`src/rtl/mbinit_param_sb_arbiter_if.sv`:
```
// Sideband request/launch bundle between the MBINIT.PARAM agents, the arbiter
// and the sideband TX packetizer.
interface mbinit_param_sb_arbiter_if #(
  parameter int unsigned DATA_W = 10
);
  logic              i_enable;
  logic              i_mod_valid;
  logic [3:0]        i_mod_msg;
  logic [DATA_W-1:0] i_mod_data;
  logic              i_ptr_valid;
  logic [3:0]        i_ptr_msg;
  logic [DATA_W-1:0] i_ptr_data;
  logic              i_sb_busy;
  logic              o_sb_valid;
  logic [3:0]        o_sb_msg;
  logic [DATA_W-1:0] o_sb_data;
  logic              o_sb_src;
  logic              o_mod_grant;
  logic              o_ptr_grant;
  logic              o_mod_done;
  logic              o_ptr_done;
  logic              o_timeout;

  // Arbiter side.
  modport slave (
    input  i_enable, i_mod_valid, i_mod_msg, i_mod_data,
    input  i_ptr_valid, i_ptr_msg, i_ptr_data, i_sb_busy,
    output o_sb_valid, o_sb_msg, o_sb_data, o_sb_src,
    output o_mod_grant, o_ptr_grant, o_mod_done, o_ptr_done, o_timeout
  );

  // Agent / sideband side.
  modport master (
    output i_enable, i_mod_valid, i_mod_msg, i_mod_data,
    output i_ptr_valid, i_ptr_msg, i_ptr_data, i_sb_busy,
    input  o_sb_valid, o_sb_msg, o_sb_data, o_sb_src,
    input  o_mod_grant, o_ptr_grant, o_mod_done, o_ptr_done, o_timeout
  );
endinterface

```
`src/rtl/mbinit_param_sb_arbiter.sv`:
```
// Shares the sideband TX between the MBINIT.PARAM Module and ModulePartner
// agents: arbitrates, launches one message, and reports done or timeout.
module mbinit_param_sb_arbiter #(
  parameter int unsigned DATA_W      = 10,
  parameter int unsigned TIMEOUT_CYC = 255,
  parameter int unsigned CNT_W       = 8
) (
  input logic                      CLK,
  input logic                      rst,
  mbinit_param_sb_arbiter_if.slave sb
);

  typedef enum logic [2:0] {StIdle, StArb, StSend, StWaitLow, StGap} state_e;

  state_e            state_q, state_d;
  logic              busy_q;
  logic [CNT_W-1:0]  cnt_q, cnt_d;
  logic              prio_q, prio_d;
  logic              valid_q, valid_d;
  logic [3:0]        msg_q, msg_d;
  logic [DATA_W-1:0] data_q, data_d;
  logic              src_q, src_d;
  logic              mod_grant_q, mod_grant_d;
  logic              ptr_grant_q, ptr_grant_d;
  logic              mod_done_q, mod_done_d;
  logic              ptr_done_q, ptr_done_d;
  logic              tout_q, tout_d;

  logic launch, pick_ptr, cnt_at_max, busy_fall;

  assign launch     = (state_q == StArb) && !sb.i_sb_busy && (sb.i_mod_valid || sb.i_ptr_valid);
  // prio=1 favours the ModulePartner only when both request.
  assign pick_ptr   = sb.i_ptr_valid && (!sb.i_mod_valid || prio_q);
  assign cnt_at_max = (cnt_q == CNT_W'(TIMEOUT_CYC));
  assign busy_fall  = busy_q && !sb.i_sb_busy;

  always_ff @(posedge CLK or posedge rst) begin
    if (rst) begin
      state_q     <= StIdle;
      busy_q      <= 1'b0;
      cnt_q       <= '0;
      prio_q      <= 1'b0;
      valid_q     <= 1'b0;
      msg_q       <= '0;
      data_q      <= '0;
      src_q       <= 1'b0;
      mod_grant_q <= 1'b0;
      ptr_grant_q <= 1'b0;
      mod_done_q  <= 1'b0;
      ptr_done_q  <= 1'b0;
      tout_q      <= 1'b0;
    end else begin
      state_q     <= state_d;
      busy_q      <= sb.i_sb_busy;
      cnt_q       <= cnt_d;
      prio_q      <= prio_d;
      valid_q     <= valid_d;
      msg_q       <= msg_d;
      data_q      <= data_d;
      src_q       <= src_d;
      mod_grant_q <= mod_grant_d;
      ptr_grant_q <= ptr_grant_d;
      mod_done_q  <= mod_done_d;
      ptr_done_q  <= ptr_done_d;
      tout_q      <= tout_d;
    end
  end

  always_comb begin
    state_d = state_q;
    if (!sb.i_enable) begin
      state_d = StIdle;
    end else begin
      unique case (state_q)
        StIdle:    state_d = StArb;
        StArb:     if (launch) state_d = StSend;
        StSend: begin
          if (sb.i_sb_busy)    state_d = StWaitLow;
          else if (cnt_at_max) state_d = StGap;
        end
        StWaitLow: if (busy_fall) state_d = StGap;
        StGap:     state_d = StArb;
        default:   state_d = StIdle;
      endcase
    end
  end

  always_comb begin
    valid_d     = 1'b0;
    mod_done_d  = 1'b0;
    ptr_done_d  = 1'b0;
    tout_d      = 1'b0;
    msg_d       = msg_q;
    data_d      = data_q;
    src_d       = src_q;
    mod_grant_d = mod_grant_q;
    ptr_grant_d = ptr_grant_q;
    cnt_d       = cnt_q;
    prio_d      = prio_q;
    if (!sb.i_enable) begin
      msg_d       = '0;
      data_d      = '0;
      src_d       = 1'b0;
      mod_grant_d = 1'b0;
      ptr_grant_d = 1'b0;
      cnt_d       = '0;
      prio_d      = 1'b0;
    end else begin
      unique case (state_q)
        StArb: begin
          if (launch) begin
            valid_d     = 1'b1;
            msg_d       = pick_ptr ? sb.i_ptr_msg : sb.i_mod_msg;
            data_d      = pick_ptr ? sb.i_ptr_data : sb.i_mod_data;
            src_d       = pick_ptr;
            mod_grant_d = !pick_ptr;
            ptr_grant_d = pick_ptr;
            cnt_d       = '0;
          end
        end
        StSend: begin
          if (!sb.i_sb_busy) begin
            if (cnt_at_max) begin
              tout_d      = 1'b1;
              mod_grant_d = 1'b0;
              ptr_grant_d = 1'b0;
              prio_d      = !src_q;
            end else begin
              cnt_d = cnt_q + CNT_W'(1);
            end
          end
        end
        StWaitLow: begin
          if (busy_fall) begin
            mod_done_d  = !src_q;
            ptr_done_d  = src_q;
            mod_grant_d = 1'b0;
            ptr_grant_d = 1'b0;
            prio_d      = !src_q;
          end
        end
        default: ;
      endcase
    end
  end

  assign sb.o_sb_valid  = valid_q;
  assign sb.o_sb_msg    = msg_q;
  assign sb.o_sb_data   = data_q;
  assign sb.o_sb_src    = src_q;
  assign sb.o_mod_grant = mod_grant_q;
  assign sb.o_ptr_grant = ptr_grant_q;
  assign sb.o_mod_done  = mod_done_q;
  assign sb.o_ptr_done  = ptr_done_q;
  assign sb.o_timeout   = tout_q;

endmodule

```
`src/flat_wrapper.sv`:
```
// flat-port wrapper written by rule: the top's interface ports become plain ports
module mbinit_param_sb_arbiter_flat 
#(
  parameter int unsigned DATA_W      = 10,
  parameter int unsigned TIMEOUT_CYC = 255,
  parameter int unsigned CNT_W       = 8
)
  (CLK, rst, sb_i_enable, sb_i_mod_valid, sb_i_mod_msg, sb_i_mod_data, sb_i_ptr_valid, sb_i_ptr_msg, sb_i_ptr_data, sb_i_sb_busy, sb_o_sb_valid, sb_o_sb_msg, sb_o_sb_data, sb_o_sb_src, sb_o_mod_grant, sb_o_ptr_grant, sb_o_mod_done, sb_o_ptr_done, sb_o_timeout);
  mbinit_param_sb_arbiter_if #(.DATA_W(DATA_W)) sb_i ();
  input logic CLK;
  input logic rst;
  input wire logic [$bits(sb_i.i_enable)-1:0] sb_i_enable;
  input wire logic [$bits(sb_i.i_mod_valid)-1:0] sb_i_mod_valid;
  input wire logic [$bits(sb_i.i_mod_msg)-1:0] sb_i_mod_msg;
  input wire logic [$bits(sb_i.i_mod_data)-1:0] sb_i_mod_data;
  input wire logic [$bits(sb_i.i_ptr_valid)-1:0] sb_i_ptr_valid;
  input wire logic [$bits(sb_i.i_ptr_msg)-1:0] sb_i_ptr_msg;
  input wire logic [$bits(sb_i.i_ptr_data)-1:0] sb_i_ptr_data;
  input wire logic [$bits(sb_i.i_sb_busy)-1:0] sb_i_sb_busy;
  output wire logic [$bits(sb_i.o_sb_valid)-1:0] sb_o_sb_valid;
  output wire logic [$bits(sb_i.o_sb_msg)-1:0] sb_o_sb_msg;
  output wire logic [$bits(sb_i.o_sb_data)-1:0] sb_o_sb_data;
  output wire logic [$bits(sb_i.o_sb_src)-1:0] sb_o_sb_src;
  output wire logic [$bits(sb_i.o_mod_grant)-1:0] sb_o_mod_grant;
  output wire logic [$bits(sb_i.o_ptr_grant)-1:0] sb_o_ptr_grant;
  output wire logic [$bits(sb_i.o_mod_done)-1:0] sb_o_mod_done;
  output wire logic [$bits(sb_i.o_ptr_done)-1:0] sb_o_ptr_done;
  output wire logic [$bits(sb_i.o_timeout)-1:0] sb_o_timeout;
  assign sb_i.i_enable = sb_i_enable;
  assign sb_i.i_mod_valid = sb_i_mod_valid;
  assign sb_i.i_mod_msg = sb_i_mod_msg;
  assign sb_i.i_mod_data = sb_i_mod_data;
  assign sb_i.i_ptr_valid = sb_i_ptr_valid;
  assign sb_i.i_ptr_msg = sb_i_ptr_msg;
  assign sb_i.i_ptr_data = sb_i_ptr_data;
  assign sb_i.i_sb_busy = sb_i_sb_busy;
  assign sb_o_sb_valid = sb_i.o_sb_valid;
  assign sb_o_sb_msg = sb_i.o_sb_msg;
  assign sb_o_sb_data = sb_i.o_sb_data;
  assign sb_o_sb_src = sb_i.o_sb_src;
  assign sb_o_mod_grant = sb_i.o_mod_grant;
  assign sb_o_ptr_grant = sb_i.o_ptr_grant;
  assign sb_o_mod_done = sb_i.o_mod_done;
  assign sb_o_ptr_done = sb_i.o_ptr_done;
  assign sb_o_timeout = sb_i.o_timeout;
  mbinit_param_sb_arbiter #(.DATA_W(DATA_W), .TIMEOUT_CYC(TIMEOUT_CYC), .CNT_W(CNT_W)) u_core (.CLK(CLK), .rst(rst), .sb(sb_i));
endmodule
```
`config.mk`:
```
export PLATFORM = sky130hd
export DESIGN_NAME = mbinit_param_sb_arbiter_flat
export DESIGN_NICKNAME = d
export VERILOG_FILES = /design/src/rtl/mbinit_param_sb_arbiter_if.sv /design/src/rtl/mbinit_param_sb_arbiter.sv /design/src/flat_wrapper.sv
export SDC_FILE = /design/constraint.sdc
export NUM_CORES = 1
export LEC_CHECK = 0
export CAP_MARGIN = 40
export CORE_MARGIN = 1
export CORE_UTILIZATION = 42
export CTS_CLUSTER_DIAMETER = 80
export CTS_CLUSTER_SIZE = 25
export DETAILED_ROUTE_END_ITERATION = 16
export GPL_ROUTABILITY_DRIVEN = 0
export GPL_TIMING_DRIVEN = 1
export PLACE_DENSITY = 0.86
export SLEW_MARGIN = 20
export SYNTH_ARGS = -nofsm -noshare
export SYNTH_HDL_FRONTEND = slang
export SYNTH_SLANG_ARGS = --single-unit
```
`constraint.sdc`:
```
create_clock -name CLK -period 1.6 [get_ports CLK]
set_input_delay 0.32 -clock CLK [delete_from_list [all_inputs] [get_ports CLK]]
set_output_delay 0.32 -clock CLK [all_outputs]
set_load 0.005 [all_outputs]
```
Word-level counts from Yosys, hierarchy flattened:

Cells that the tools add are included.

* add/subtract/negate cells: 1
* equal/unequal tests: 16
* muxes and demuxes: 48
* reductions and logical operators: 17

Operators by type and width (number)
* 10-bit two-way mux: 4
* 8-bit two-way mux: 4
* 1-bit two-way mux: 26
* 4-bit two-way mux: 4
* 8-bit one-hot mux with 2 select lines: 1
* 3-bit two-way mux: 5
* 3-bit one-hot mux with 4 select lines: 1
* 3-bit by 2-bit inequality test with 1-bit output (second input constant): 3
* 8-bit by 1-bit adder with 8-bit output (second input constant): 1
* 8-bit == test (second input constant): 1
* 4-bit AND reduction: 2
* 3-bit by 2-bit == test with 1-bit output (second input constant): 2
* 3-bit by 1-bit inequality test with 1-bit output (second input constant): 2
* 3-bit inequality test (second input constant): 2
* 1-bit one-hot mux with 3 select lines: 2
* 5-bit AND reduction: 1
* 1-bit logical AND: 4
* 1-bit zero test: 4
* 2-bit by 1-bit inequality test with 1-bit output (second input constant): 2
* 4-bit by 1-bit inequality test with 1-bit output (second input constant): 1
* 4-bit by 3-bit inequality test with 1-bit output (second input constant): 1
* 3-bit by 1-bit == test with 1-bit output (second input constant): 1
* 3-bit == test (second input constant): 1
* 3-bit zero test: 1
* other kinds (5): 6

* register bits: 34
* input bits: 34
* output and inout port bits: 21
* word-level logic and storage cells: 95

Depth between registers and ports, before layout:

Gate-level depths: netlist of the first run.

* depth in word-level cells: 7
* depth in mapped cells: 6
* mapped depth without buffers: 5

Worst setup path after synthesis of the first run:

OpenSTA, ideal clock, no wires.

* path type: register -> register
* start point: reg u_core.cnt_q[0]
* end point: reg u_core.mod_grant_q (netlist: u_core.sb.o_mod_grant)
* library setup time: 125 ps
* arrival time: 1535 ps
* required time: 1475 ps
* slack: -59 ps
* cell stages (with the launch flop): 6
* path buffers: 0
* period minus slack after synthesis: 1659 ps
* cell sequence: dfrtp_1 ha_1 nand4_1 o311ai_2 o21ai_1 mux2_2

* cells in the longest elaborated chain, start to end: 3

RTL lines
* from (decl): line mbinit_param_sb_arbiter.sv:17 `logic [CNT_W-1:0] cnt_q, cnt_d;`
* from (signal assigned): line mbinit_param_sb_arbiter.sv:55 `cnt_q <= cnt_d;`
* 8-bit == test: line mbinit_param_sb_arbiter.sv:34 `assign cnt_at_max = (cnt_q == CNT_W'(TIMEOUT_CYC));`
* 3-bit by 2-bit inequality test with 1-bit output (no source line)
* 5-bit AND reduction (no source line)
* to (signal assigned): line mbinit_param_sb_arbiter.sv:61 `mod_grant_q <= mod_grant_d;`
* to (decl): line mbinit_param_sb_arbiter.sv:23 `logic mod_grant_q, mod_grant_d;`

No other way between the ends.
A chain may end at the register's enable or synchronous reset.

Worst setup path in the final report of the first run:

* start point: reg u_core.cnt_q[1]
* end point: reg u_core.prio_q

* cells in the longest elaborated chain, start to end: 3

RTL lines
* 8-bit == test: line mbinit_param_sb_arbiter.sv:34
* 3-bit by 2-bit inequality test with 1-bit output (no source line)
* 4-bit AND reduction (no source line)
* to (signal assigned): line mbinit_param_sb_arbiter.sv:56 `prio_q <= prio_d;`
* to (decl): line mbinit_param_sb_arbiter.sv:18 `logic prio_q, prio_d;`

No other way between the ends.

==> impl_metrics.yaml, run 1 <==
setup_path:
  r2r-start: "u_core.cnt_q[1]"
  worstPathCellList: "ha_4 -> nand4_1 -> o311ai_4 -> buf_4 -> nand2_2 -> a22o_1"
  required_ns: 1.78
  cp-end-kind: "register"
  startpoint_type: "register"
  path_class: "register to register"
  slowest_stage: "dfrtp_1"
  cp.buffers_inverters: 1
  cp_top_family: "compound AO/OA/AOI/OAI gates"
  cp_max_fo: 4
  cp-startpoint: "u_core.cnt_q[1]"
  slowest_delay_ns: 0.40
  worstPathArrival_ns: 1.82
synthesis:
  synthCells: 169
  synth_nets: 204
  async_flop_share_pct: 100
  ys_warn_count: 0
  ys_seq_area_share_pct: 48.0
  synth_flop_cell: "dfrtp_1"
  synth_edf_count: 0
  synthDistinctLibCells: 52
  ys_ff_latch: 34
  avgSynthCellArea_sq_um: 10.5
  synth_area_sq_mm: 0.00177
grt:
  grt-ovfl-total: 0
  grtUsageTotal_pct: 25.8
  grt_max_degree: 35
  grt_pass1_wl_um: 8400
  antenna_found_initial: 0
  first_global_vias: 1734
placement:
  dp_hpwl_um: 3320
  io_buffer_count: 54
  dp_slack_ns: -0.393
  detailed_place.area_sq_mm: 0.00258
  dp_cells: 294
clock_network:
  cts_tree: "built"
  cts_inserted_buffers: 5
  clock_latency_ns: 0.29
  clkSinkCount: 34
  clockRootBuffer: "clkbuf_8"
  htreeDepth: 2
  clk_pin_slew_worst_paths_ns: 0.07
  cts.path.max_buffers: 2
power_and_ir_drop:
  net-switching-power_uw: 578
  p_sw_share_pct: 27.2
  power_mw: 2.12
  power_density_mw_per_mm2: 730
  power_frac_comb_pct: 24.1
  intPower_mw: 1.55
  p_leak_nw: 1.28
  p_seq_share_pct: 44.0
  clkPwrFrac_pct: 31.9
  ir_worst_vdd_mv: 0.688
outcome:
  violations: "setup timing"
  status: "complete, but fails checks"
die:
  die_w_um: 67.0
  die_h_um: 67.0
  row_count: 23
  core_area_sq_mm: 0.00403
  die_area_sq_mm: 0.00448
  start_util_pct: 44.0
  io_pins: 55
timing:
  fmax_ghz: 0.608
  setup_ws_ns: -0.0436
  maxSlewViolCount: 0
  rsz0062_at_grt: "true"
  tns_ns: -0.138
  hold_viol_final: 0
  max-slew-margin-rel_pct: 75.0
  layout_min_cycle_time_ns: 1.64
  min_period_over_period_pct: 103
  skew_ns: 0.00537
  worstMarginPinSlew_ns: 0.373
  setup_viol: 8
route:
  wl_um: 5850
  first_pass_iters: 4
  drc: 0
  wire_per_inst_um: 18.9
  antenna_left: 0
  num_vias: 1806
  via_per_inst: 5.83
  drtIter0Drc: 185
final_layout:
  stdcell_area_sq_mm: 0.00291
  nets: 294
  fin_cells: 310
  num_antenna_cells: 0
  drive_above_1_share_pct: 28.5
  synthToLayoutAreaGrowth_pct: 64.1
min_path:
  hold_path_class: "primary input to async pin"
flow_run:
  max_cap_violations: 0
[cells in the final DEF (no fill, tap or decap), types with 4 or more instances in the layout]
master / netlist / final
dfrtp_1: 34 / 33
mux2i_1: 15 / 15
a211oi_1: 14 / 11
clkdlybuf4s50_1: 0 / 50
nand2_1: 9 / 7
buf_4: 2 / 28
nor2_1: 19 / 17
o21ai_0: 4 / 4
nand3_1: 4 / 4
inv_1: 9 / 9
clkbuf_8: 0 / 6
[layout make-up]
class / count / area (sq um)
fillers: 294 / 1120
multi-input cells: 118 / 960
repair buffers: 90 / 905
flip-flops and latches: 34 / 852
clock buffers: 7 / 86.3
well taps: 50 / 62.6
inverters: 10 / 37.5
clock inverters: 1 / 5.00
[state kept, by name, summed over array words and instances, names as in the netlist]
name and cells:
u_core.state_q 3, u_core.sb.o_ptr_done 1, u_core.sb.o_sb_data 10, u_core.sb.o_ptr_grant 1, u_core.sb.o_sb_valid 1, u_core.sb.o_mod_done 1, u_core.sb.o_mod_grant 1, u_core.sb.o_sb_src 1
u_core.sb.o_sb_msg 4, u_core.prio_q 1, u_core.cnt_q 8, u_core.sb.o_timeout 1, u_core.busy_q 1
[per-layer routing]
metal	GRT usage (%)	wire (um)	vias to the layer above
li1	-	-	802
met1	32.0	2420	887
met2	41.4	2850	85
met3	6.68	278	32
met4	12.5	310	0
met5	0	0	-
[Yosys cell counts (2+ instances only)]
cell type / instances / area, sq um
nand3_1: 4 / 20.0
mux2i_1: 15 / 150
buf_4: 2 / 15.0
mux2_2: 2 / 22.5
buf_2: 3 / 15.0
nor3_1: 3 / 15.0
a31oi_1: 2 / 12.5
nand2_1: 9 / 33.8
o21ai_0: 4 / 20.0
o31ai_1: 4 / 30.0
o211ai_1: 2 / 15.0
inv_1: 9 / 33.8
dfrtp_1: 34 / 851
a211oi_1: 14 / 105
nand2b_1: 2 / 12.5
nand3b_1: 2 / 15.0
a21oi_1: 2 / 10.0
o21ai_1: 3 / 15.0
nor2_1: 19 / 71.3
a21boi_0: 2 / 15.0
[worst reg2reg max path, stage by stage (launching register included)]
cell      delay, ns
dfrtp_1        0.40
ha_4           0.18
nand4_1        0.18
o311ai_4       0.36
buf_4          0.17
nand2_2        0.04
a22o_1         0.20
[metrics by stage]
stage,util (%),hold slack (ns)
floorplan,-,0.351
detailed placement,64.0,0.489
CTS,68.0,0.374
global placement,64.0,0.489
finish,72.2,0.358
global route,72.2,0.385
[path summary, 6_finish.rpt]
| check | slack (ns) | to | cells after the start |
|---|---|---|---|
| max | -0.04 | u_core.prio_q | 6 |
| min | 0.36 | u_core.cnt_q[6] | 3 |
| max reg2reg | -0.04 | u_core.prio_q | 6 |
| min reg2reg | 0.53 | u_core.sb.o_mod_done | 1 |
| max in group asynchronous | 1.04 | u_core.state_q[2] | 3 |
| min in group CLK | 0.53 | u_core.sb.o_mod_done | 1 |
[timing repair]
item / 4_1_cts / 5_1_grt
endpoints found under the setup margin: 23 / 28
hold buffers: 0 / 0
gates cloned: 1 / 1
gates resized for setup: 11 / 23
buffers inserted: 2 / 4
pin swaps: 2 / 6
[power groups by stage]
stage / clock [mW] / sequential [mW] / combinational (mW)
after detailed placement: 0 / 0.945 / 0.428
after global routing: 0.716 / 0.937 / 0.545
after CTS: 0.685 / 0.930 / 0.459
after global placement: 0 / 0.944 / 0.416
after floorplan: 0 / 0.944 / 0.185
final: 0.677 / 0.935 / 0.512
[kinds of logic after synthesis]
logic type	after synthesis	share of synthesized area (%)
simple gates	55	17.2
compound gates	45	19.7
flops	34	48.0
buf+inv	17	4.66
mux	17	9.75
fa+ha+maj	1	0.706
(Power assumes the default switching activity.)
==> run 2: changes to the inputs <==
CORE_MARGIN = default   (was 1)
SLEW_MARGIN = 40   (was 20)
==> results of run 2 <==
Final layout, timing and power as in run 1 (identical DEF).
==> run 3: changes to the inputs <==
CORE_MARGIN = 2   (was default)
==> run 3 against run 2 <==
  * Critical path depth is 1 lower
  * Via count shrank 2.9%
  * Worst setup slack better by 0.048 ns
  * Cell area is 1.3% lower
  * Critical path type unchanged
  * Core utilization is 0.93 points lower
  * Largest power group unchanged
  * Power shrank 1.5%
  * Combinational power is 3% lower
  * The run now ends clean
  * Count of clock-buffer cells in the layout decreased by 1
  * Register-to-register slack improved by 0.05 ns
  * Largest cell class unchanged
  * Sequential power about the same
  * Clock power down 3%
==> impl_metrics.yaml, run 3 (synthesized netlist as in run 1, its figures left out) <==
die:
  io_pins: 55
  die_area_sq_mm: 0.00475
  start_util_pct: 44.0
  die_h_um: 69.0
  die_w_um: 69.0
  row_count: 23
  core_area_sq_mm: 0.00403
flow_run:
  max_cap_violations: 0
setup_path:
  slowest_stage: "dfrtp_1"
  cp-startpoint: "u_core.cnt_q[0]"
  worstPathArrival_ns: 1.78
  r2r_slack_ns: 0.004
  path_class: "register to register"
  r2r_cells: 5
  cp_max_fo: 5
  cp-end-kind: "register"
  r2r-start: "u_core.cnt_q[0]"
  r2r_end: "u_core.sb.o_mod_grant"
  slowest_delay_ns: 0.39
  worstPathCellList: "ha_4 -> nand4_1 -> o311ai_2 -> o21ai_1 -> mux2_2"
  required_ns: 1.78
  crit_path_end: "u_core.sb.o_mod_grant"
  startpoint_type: "register"
timing:
  hold_viol_final: 0
  min_period_over_period_pct: 99.7
  setup_viol: 0
  skew_ns: 0.0105
  max-slew-margin-rel_pct: 79.2
  rsz0062_at_grt: "true"
  tns_ns: 0
  fmax_ghz: 0.627
  layout_min_cycle_time_ns: 1.60
  worstMarginPinSlew_ns: 0.311
  maxSlewViolCount: 0
route:
  wl_um: 5360
  drtIter0Drc: 105
  first_pass_iters: 5
  drc: 0
  via_per_inst: 5.66
  num_vias: 1754
  wire_per_inst_um: 17.3
  antenna_left: 0
clock_network:
  cts_tree: "built"
  hold_buffers: 0
  clkSinkCount: 34
  cts_inserted_buffers: 5
  cts.path.max_buffers: 2
  htreeDepth: 2
  clock_latency_ns: 0.30
  clk_pin_slew_worst_paths_ns: 0.07
  clockRootBuffer: "clkbuf_8"
final_layout:
  largest_reg_flops: 10
  num_antenna_cells: 0
  nFillCells: 273
  regArea_sq_um: 851
  nets: 294
  synthToLayoutAreaGrowth_pct: 62.0
  layout_common_cells: "51 x clkdlybuf4s50_1, 34 x dfrtp_1, 29 x buf_4"
  drive_above_1_share_pct: 27.7
  final_common_cell: "clkdlybuf4s50_1"
  multi_input_area_sq_um: 940
power_and_ir_drop:
  ir_worst_vdd_mv: 0.516
  power_mw: 2.09
  p_leak_nw: 1.25
  power_density_mw_per_mm2: 729
grt:
  grt_pass1_wl_um: 7650
  first_global_vias: 1592
  grt_max_degree: 35
  antenna_found_initial: 0
  grtUsageTotal_pct: 22.3
  grt-ovfl-total: 0
placement:
  dp_hpwl_um: 3410
  io_buffer_count: 54
min_path:
  hold_path_class: "primary input to async pin"
outcome:
  status: "completed"
## run 3: cell count changes in the layout (fill, tap and decap cells not counted), moves of 2 or more
cell and change:
o21ai_4 +2, nand2_1 +2, nand2_2 -2, o21ai_2 -3
## run 3: worst min path at each step
stage,startpoint,end,slack [ns],cells past startpoint
after floorplan,sb_i_sb_busy,u_core.busy_q,0.35,0
after global placement,u_core.sb.o_ptr_grant,u_core.sb.o_ptr_grant,0.48,1
after detailed placement,u_core.sb.o_ptr_grant,u_core.sb.o_ptr_grant,0.49,1
after CTS,rst,u_core.sb.o_sb_data[4],0.38,3
after global routing,rst,u_core.sb.o_sb_data[4],0.40,3
final,rst,u_core.sb.o_sb_data[4],0.35,3
## run 3: routing by layer
metal,GRT usage [%],wire (um),vias up
met1,27.7,2110,855
met3,3.90,256,24
li1,-,-,801
met4,10.5,204,0
met2,37.5,2790,74
met5,0,0,-
## run 3: per-stage QoR
step / instance area [sq um] / setup slack (ns) / hold WS, ns / util [%] / instances
floorplan: 1770 / 0.00436 / 0.351 / - / 169
global placement: 2600 / -0.314 / 0.481 / 64.6 / 297
detailed placement: 2600 / -0.363 / 0.485 / 64.6 / 297
CTS: 2780 / 0.00565 / 0.377 / 69.0 / 309
global route: 2870 / -0.0632 / 0.404 / 71.2 / 310
finish: 2870 / 0.00417 / 0.354 / 71.2 / 310
## run 3: final cells by class
type	instances	share of cell area, %
multi-input combinational	118	32.7
timing repair buffer	90	30.8
sequential	34	29.6
clock buffer	6	2.88
tap	50	2.18
inverter	10	1.31
clock inverter	2	0.436
## run 3: timing repair
action	CTS	global route
endpoints found under the setup margin	19	21
buffers inserted	3	1
pin swaps	2	4
resized for setup	9	17
cloned	1	0
## run 3: power breakdown
| part | internal [mW] | total (mW) | switching (mW) | leakage (nW) |
|---|---|---|---|---|
| Sequential | 0.902 | 0.934 | 0.0323 | 0.462 |
| Clock | 0.345 | 0.658 | 0.313 | 0.0472 |
| Combinational | 0.294 | 0.499 | 0.206 | 0.739 |
## run 3: critical path, delay by kind of cell, from the launching register on
family	cells	cell delay, ns
AOI/OAI and AO/OA	2	0.48
adders and majority gates	1	0.18
DFF	1	0.39
muxes	1	0.29
and+or+nand+nor	1	0.15
